==> src/rtl/ram_arb_pkg.sv <==
`default_nettype none
// ============================================================================
// Module   : ram_arb_pkg
// Purpose  : Shared definitions for the two-requester RAM arbiter: sequencer
//            state encoding, requester count, legal read-latency range and a
//            small index-to-one-hot helper.
// Ports    : none (package)
// Revision : 1.0 - initial release
// ============================================================================
package ram_arb_pkg;

  localparam int N_REQ = 2;

  // Legal range of the RAM read latency (rd strobe to valid data_out).
  localparam int RD_LAT_MIN = 1;
  localparam int RD_LAT_MAX = 4;

  // Wide enough to count 0 .. RD_LAT_MAX-1 cycles of read wait.
  localparam int LAT_CNT_W = $clog2(RD_LAT_MAX);

  typedef enum logic [1:0] {
    IDLE    = 2'd0,
    ACCESS  = 2'd1,
    RD_WAIT = 2'd2
  } arb_state_t;

  // Requester index to its one-hot bit in gnt / rvalid.
  function automatic logic [N_REQ-1:0] idx_to_onehot(input logic idx);
    return idx ? 2'b10 : 2'b01;
  endfunction

endpackage
`default_nettype wire

==> src/rtl/rr_arb2.sv <==
`default_nettype none
// ============================================================================
// Module   : rr_arb2
// Purpose  : Two-way winner select. Round-robin by default: with both
//            requests high the requester that did not win last time wins.
//            Build macro ARB_FIXED_PRIO_EN selects fixed priority instead
//            (requester 0 always wins a tie) and removes the pointer flop.
// Ports    : clk    - clock, rising edge
//            rst_n  - asynchronous active-low reset (pointer back to 1)
//            req    - request vector, bit i = requester i
//            take   - a grant is being taken this cycle, update the pointer
//            winner - index of the winning requester (valid when |req)
// Revision : 1.0 - initial release
// ============================================================================
module rr_arb2
  import ram_arb_pkg::*;
(
  input  logic             clk,
  input  logic             rst_n,
  input  logic [N_REQ-1:0] req,
  input  logic             take,
  output logic             winner
);

`ifdef ARB_FIXED_PRIO_EN

  // Requester 0 wins whenever it asks; requester 1 only when alone.
  assign winner = ~req[0];

  // Clock, reset and take have no job without the pointer flop.
  logic w_unused;
  assign w_unused = &{clk, rst_n, take, req[1]};

`else

  logic r_last;

  always_comb begin
    winner = 1'b0;
    case (req)
      2'b01:   winner = 1'b0;
      2'b10:   winner = 1'b1;
      2'b11:   winner = ~r_last;
      default: winner = 1'b0;
    endcase
  end

  // Reset value 1 so that requester 0 wins the first tie.
  always_ff @(posedge clk or negedge rst_n) begin
    if (!rst_n) begin
      r_last <= 1'b1;
    end else if (take) begin
      r_last <= winner;
    end
  end

`endif

endmodule
`default_nettype wire

==> src/rtl/ram_arbiter.sv <==
`default_nettype none
// ============================================================================
// Module   : ram_arbiter
// Purpose  : Arbiter and sequencer in front of a shared single-port RAM.
//            Grants one access at a time, drives the RAM strobe for exactly
//            one cycle and returns read data with a one-cycle valid pulse.
//            Build macro ARB_FIXED_PRIO_EN (in rr_arb2) switches the tie
//            break from round-robin to fixed priority for requester 0.
// Ports    : clk, rst_n           - clock / async active-low reset
//            req, we, addr, wdata - per-requester request, direction,
//                                   address and write data
//            gnt                  - one-cycle pulse, request committed
//            rvalid, rdata        - one-cycle read-data pulse and data
//            busy                 - sequencer not idle
//            ram_wr, ram_rd, ram_add, ram_data_in, ram_data_out
//                                 - RAM side
// Params   : ADDR_W, DATA_W, RD_LAT (legal 1..4)
// Revision : 1.0 - initial release
// ============================================================================
module ram_arbiter
  import ram_arb_pkg::*;
#(
  parameter int ADDR_W = 4,
  parameter int DATA_W = 16,
  parameter int RD_LAT = 1
) (
  input  logic                  clk,
  input  logic                  rst_n,
  input  logic [N_REQ-1:0]      req,
  input  logic [N_REQ-1:0]      we,
  input  logic [2*ADDR_W-1:0]   addr,
  input  logic [2*DATA_W-1:0]   wdata,
  output logic [N_REQ-1:0]      gnt,
  output logic [N_REQ-1:0]      rvalid,
  output logic [DATA_W-1:0]     rdata,
  output logic                  busy,
  output logic                  ram_wr,
  output logic                  ram_rd,
  output logic [ADDR_W-1:0]     ram_add,
  output logic [DATA_W-1:0]     ram_data_in,
  input  logic [DATA_W-1:0]     ram_data_out
);

  // Count value on the last read-wait cycle.
  localparam logic [LAT_CNT_W-1:0] c_last_cnt = LAT_CNT_W'(RD_LAT - 1);

  arb_state_t              r_state;
  arb_state_t              w_next_state;

  logic                    w_winner;
  logic                    w_take;

  logic                    r_sel;
  logic                    r_we;
  logic [ADDR_W-1:0]       r_addr;
  logic [DATA_W-1:0]       r_wdata;
  logic [LAT_CNT_W-1:0]    r_cnt;
  logic [DATA_W-1:0]       r_rdata;
  logic [N_REQ-1:0]        r_rvalid;

  logic [N_REQ-1:0]        w_gnt;
  logic                    w_ram_wr;
  logic                    w_ram_rd;
  logic                    w_last_wait;

  // Requests are only looked at while idle; anything arriving during an
  // access waits for the next idle cycle.
  assign w_take      = (r_state == IDLE) && (|req);
  assign w_last_wait = (r_state == RD_WAIT) && (r_cnt == c_last_cnt);

  rr_arb2 u_rr_arb2 (
    .clk    (clk),
    .rst_n  (rst_n),
    .req    (req),
    .take   (w_take),
    .winner (w_winner)
  );

  // --------------------------------------------------------------------------
  // State register
  // --------------------------------------------------------------------------
  always_ff @(posedge clk or negedge rst_n) begin
    if (!rst_n) begin
      r_state <= IDLE;
    end else begin
      r_state <= w_next_state;
    end
  end

  // --------------------------------------------------------------------------
  // Next state and strobes. Strobes and gnt are decoded from the state so a
  // reset drops them at once.
  // --------------------------------------------------------------------------
  always_comb begin
    w_next_state = r_state;
    w_gnt        = '0;
    w_ram_wr     = 1'b0;
    w_ram_rd     = 1'b0;
    case (r_state)
      IDLE: begin
        if (|req) begin
          w_next_state = ACCESS;
        end
      end
      ACCESS: begin
        w_gnt = idx_to_onehot(r_sel);
        if (r_we) begin
          w_ram_wr     = 1'b1;
          w_next_state = IDLE;
        end else begin
          w_ram_rd     = 1'b1;
          w_next_state = RD_WAIT;
        end
      end
      RD_WAIT: begin
        if (r_cnt == c_last_cnt) begin
          w_next_state = IDLE;
        end
      end
      default: begin
        w_next_state = IDLE;
      end
    endcase
  end

  // --------------------------------------------------------------------------
  // Request latch, read-latency counter and read return
  // --------------------------------------------------------------------------
  always_ff @(posedge clk or negedge rst_n) begin
    if (!rst_n) begin
      r_sel    <= 1'b0;
      r_we     <= 1'b0;
      r_addr   <= '0;
      r_wdata  <= '0;
      r_cnt    <= '0;
      r_rdata  <= '0;
      r_rvalid <= '0;
    end else begin
      r_rvalid <= '0;

      if (w_take) begin
        r_sel   <= w_winner;
        r_we    <= w_winner ? we[1] : we[0];
        r_addr  <= w_winner ? addr[2*ADDR_W-1:ADDR_W] : addr[ADDR_W-1:0];
        r_wdata <= w_winner ? wdata[2*DATA_W-1:DATA_W] : wdata[DATA_W-1:0];
      end

      if (r_state == ACCESS) begin
        r_cnt <= '0;
      end else if (r_state == RD_WAIT) begin
        r_cnt <= r_cnt + 1'b1;
      end

      // RAM data is valid on the last wait cycle; capture it and flag the
      // owner for one cycle.
      if (w_last_wait) begin
        r_rdata  <= ram_data_out;
        r_rvalid <= idx_to_onehot(r_sel);
      end
    end
  end

  assign gnt         = w_gnt;
  assign rvalid      = r_rvalid;
  assign rdata       = r_rdata;
  assign busy        = (r_state != IDLE);
  assign ram_wr      = w_ram_wr;
  assign ram_rd      = w_ram_rd;
  assign ram_add     = r_addr;
  assign ram_data_in = r_wdata;

endmodule
`default_nettype wire

==> config.mk <==
export PLATFORM = sky130hd
export DESIGN_NAME = ram_arbiter
export DESIGN_NICKNAME = d
export VERILOG_FILES = /design/src/rtl/ram_arb_pkg.sv /design/src/rtl/rr_arb2.sv /design/src/rtl/ram_arbiter.sv
export SDC_FILE = /design/constraint.sdc
export NUM_CORES = 1
export LEC_CHECK = 0
export CORE_MARGIN = 2
export CORE_UTILIZATION = 33
export CTS_CLUSTER_SIZE = 40
export DETAILED_ROUTE_END_ITERATION = 7
export PLACE_DENSITY = 0.69
export SYNTH_ARGS = -nofsm -noshare
export SYNTH_HDL_FRONTEND = slang
export SYNTH_SLANG_ARGS = --single-unit
==> constraint.sdc <==
create_clock -name clk -period 2.2 [get_ports clk]
set_input_delay 0.44 -clock clk [delete_from_list [all_inputs] [get_ports clk]]
set_output_delay 0.44 -clock clk [all_outputs]
set_load 0.01 [all_outputs]
==> run summary <==
status: finished clean
max-slew violations: 0
ranking of synthesized cells by area: dfrtp_1 56%, a21oi_1 11%, mux2_2 9.7%
clock-pin transition on the worst setup and hold timing paths: 0.09 ns
Final Core Density: 54.7%
total congestion overflow: 0
Worst VDD drop: 486 uV
GRT Overall Usage: 15.6%
RSZ-0062 raised after global routing: false
Setup Skew: 0.00531 ns
Critical Path End Type: primary output
nets@finish: 361
Cell Pwr Density: 1260 nW/um^2
number of port buffers: 104
postcts setup bufs: 0
leakage dissipation: 1.40 nW
Routability Congestion: 0.788
Die X: 81.3 um
Main synth FF type: dfrtp_1
vias in the first global route: 1,673
Final setup viols: 0
Tcrit/Tclk final: 93.5%
min Tclk post-route: 2.06 ns
total power: 4.04 mW
diodes inserted: 0
final WL: 5.07 mm
post-synthesis async set-or-reset flop share: 100%
TritonCTS clock tree: built
worst-path fanout max: 6
Synth Register Bits: 45
max_slew headroom: 67.0%
H-Tree Depth: 2
hold bufs inserted after CTS: 0
max_cap viols: 0
Synth-to-Final Area Change: 62.5%
Min-Delay Path Class: in -> async
Core ar.: 5850 um^2
Die H: 81.3 um
top-area cell type share of the netlist area: 55.9%
cell mode on critical path: inv_1
Slowest-stage cell, CP: clkdlybuf4s50_1
Post-Syn Area: 1970 um^2
total CTS buffers: 5
Syn Area/Cell: 10.5 um^2
post-DR vias/cell: 4.72
Netlist cell types: 23
# rows: 28
Data arrival, critical path: 1.62 ns
clk sinks: 45
post-route ant nets: 0
Vias: 1,751
Synthesized Nets: 254
final hold slack: 0.0967 ns
Skew-Pair Late Insertion Delay: 0.30 ns
Achievable Freq: 486 MHz
startpoint types: register
Worst-Margin Slew: 0.495 ns
deepest clock path buffer count: 2
largest net degree at the start of global routing: 26
TritonRoute pass-1 iters: 4
top-level I/O count: 105
wire per inst: 13.7 um
worst path buffer plus inverter count: 3
share of cells above drive strength 1: 12.8%
Critical Path RT: 1.76 ns
initial DRC count: 38
initial antenna violation count: 0
Fin. Hold Viols: 0
critical path class: reg -> out
Final HPWL DP: 3.74 mm
Root Buffer Master: clkbuf_8
first-pass GRT wire length: 7.82 mm
top post-synthesis cells by count: 44 x a21oi_1, 44 x dfrtp_1, 24 x nor2_1
Mapped Cells: 188
slowest stage delay, CP: 0.49 ns
largest area contributor in the netlist: dfrtp_1
sequential area share after synthesis: 57.2%
synth warn: 0
Final TNS setup: 0 ns
CP cell instances: inv_1, ha_2, inv_1, clkdlybuf4s50_1
EDFF count, synth: 0
cell family with most CP delay: buffers and inverters
DR DRC count: 0
die area: 6610 um^2
Initial Util: 33.7%
-- worst paths after layout --
kind / slack (ns) / start / end / cells after the start
setup / recovery: 0.14 / r_state[0] / busy / 4
hold / removal: 0.1 / rst_n / rvalid[1] / 1
setup reg to reg: 0.69 / r_state[0] / rdata[0] / 4
hold reg to reg: 0.51 / rdata[7] / rdata[7] / 1
max in group asynchronous: 1.53 / rst_n / u_rr_arb2.r_last / 2
min in group clk: 0.51 / rdata[7] / rdata[7] / 1
-- per-stage QoR --
| stage | cell area [um^2] | instances | setup WS, ns |
|---|---|---|---|
| 6_report | 3200 | 371 | 0.142 |
| 5_1_grt | 3200 | 371 | 0.0699 |
| 4_1_cts | 3190 | 371 | 0.0101 |
| 3_5_place_dp | 3100 | 363 | 0.251 |
| 3_3_place_gp | 3100 | 363 | 0.309 |
| 2_1_floorplan | 1970 | 188 | 0.767 |
-- cell usage in the layout, fill, tap and decap left out, types with 5 or more instances in the layout --
master	count
mux2_2	17
nand2_1	23
dfrtp_1	44
nor2_1	24
a21oi_1	44
inv_1	5
clkbuf_8	5
clkdlybuf4s50_1	99
-- layout make-up --
type                            instances  area, um^2
Tap cell                               75        93.8
Multi-Input combinational cell        129         767
Clock inverter                          3        21.3
Fill cell                             534        2650
Inverter                                5        18.8
Sequential cell                        45        1130
Clock buffer                            5        68.8
Timing Repair Buffer                  109        1100
-- per-layer routing --
| metal | vias up | wire (um) | share of wire (%) | global-route usage (%) |
|---|---|---|---|---|
| met4 | 0 | 51 | 1.0 | 4.58 |
| li1 | 848 | - | - | - |
| met1 | 831 | 2100 | 41 | 18.2 |
| met3 | 6 | 426 | 8.4 | 6.11 |
| met2 | 66 | 2490 | 49 | 26.5 |
| met5 | - | 0 | 0 | 0 |
-- worst register-to-register path, cell delays in order, from the launching register on --
cell     delay, ns
dfrtp_1       0.38
inv_1         0.08
ha_1          0.23
nand2_2       0.32
mux2_2        0.39
-- state kept, by name, indices dropped and copies added (netlist names) --
name / cells
r_we: 1
r_state: 2
rdata: 16
rvalid: 2
r_cnt: 2
ram_data_in: 16
ram_add: 4
u_rr_arb2.r_last: 1
r_sel: 1
-- kinds of logic (layout without fill, tap and decap cells) --
group           count (synthesis)  count (layout)  synth area share [%]
simple gates                   55              55                  11.6
compound gates                 53              53                  14.9
flops                          45              45                  57.2
mux                            17              17                  9.71
buf+inv                        14             122                  4.13
fa+ha+maj                       4               4                  2.54
-- power by group --
| group | internal, mW | leakage (nW) | switching, mW |
|---|---|---|---|
| registers | 1.24 | 0.523 | 0.214 |
| logic | 1.17 | 0.828 | 0.898 |
| clock network | 0.226 | 0.0445 | 0.295 |
| total | 2.63 | 1.40 | 1.41 |
-- what timing repair did --
item	CTS	global route
endpoints found under the setup margin	1	3
endpoints found under the hold margin	0	0
gates resized for setup	1	5
Note: power is estimated with default switching activity, not from simulation.
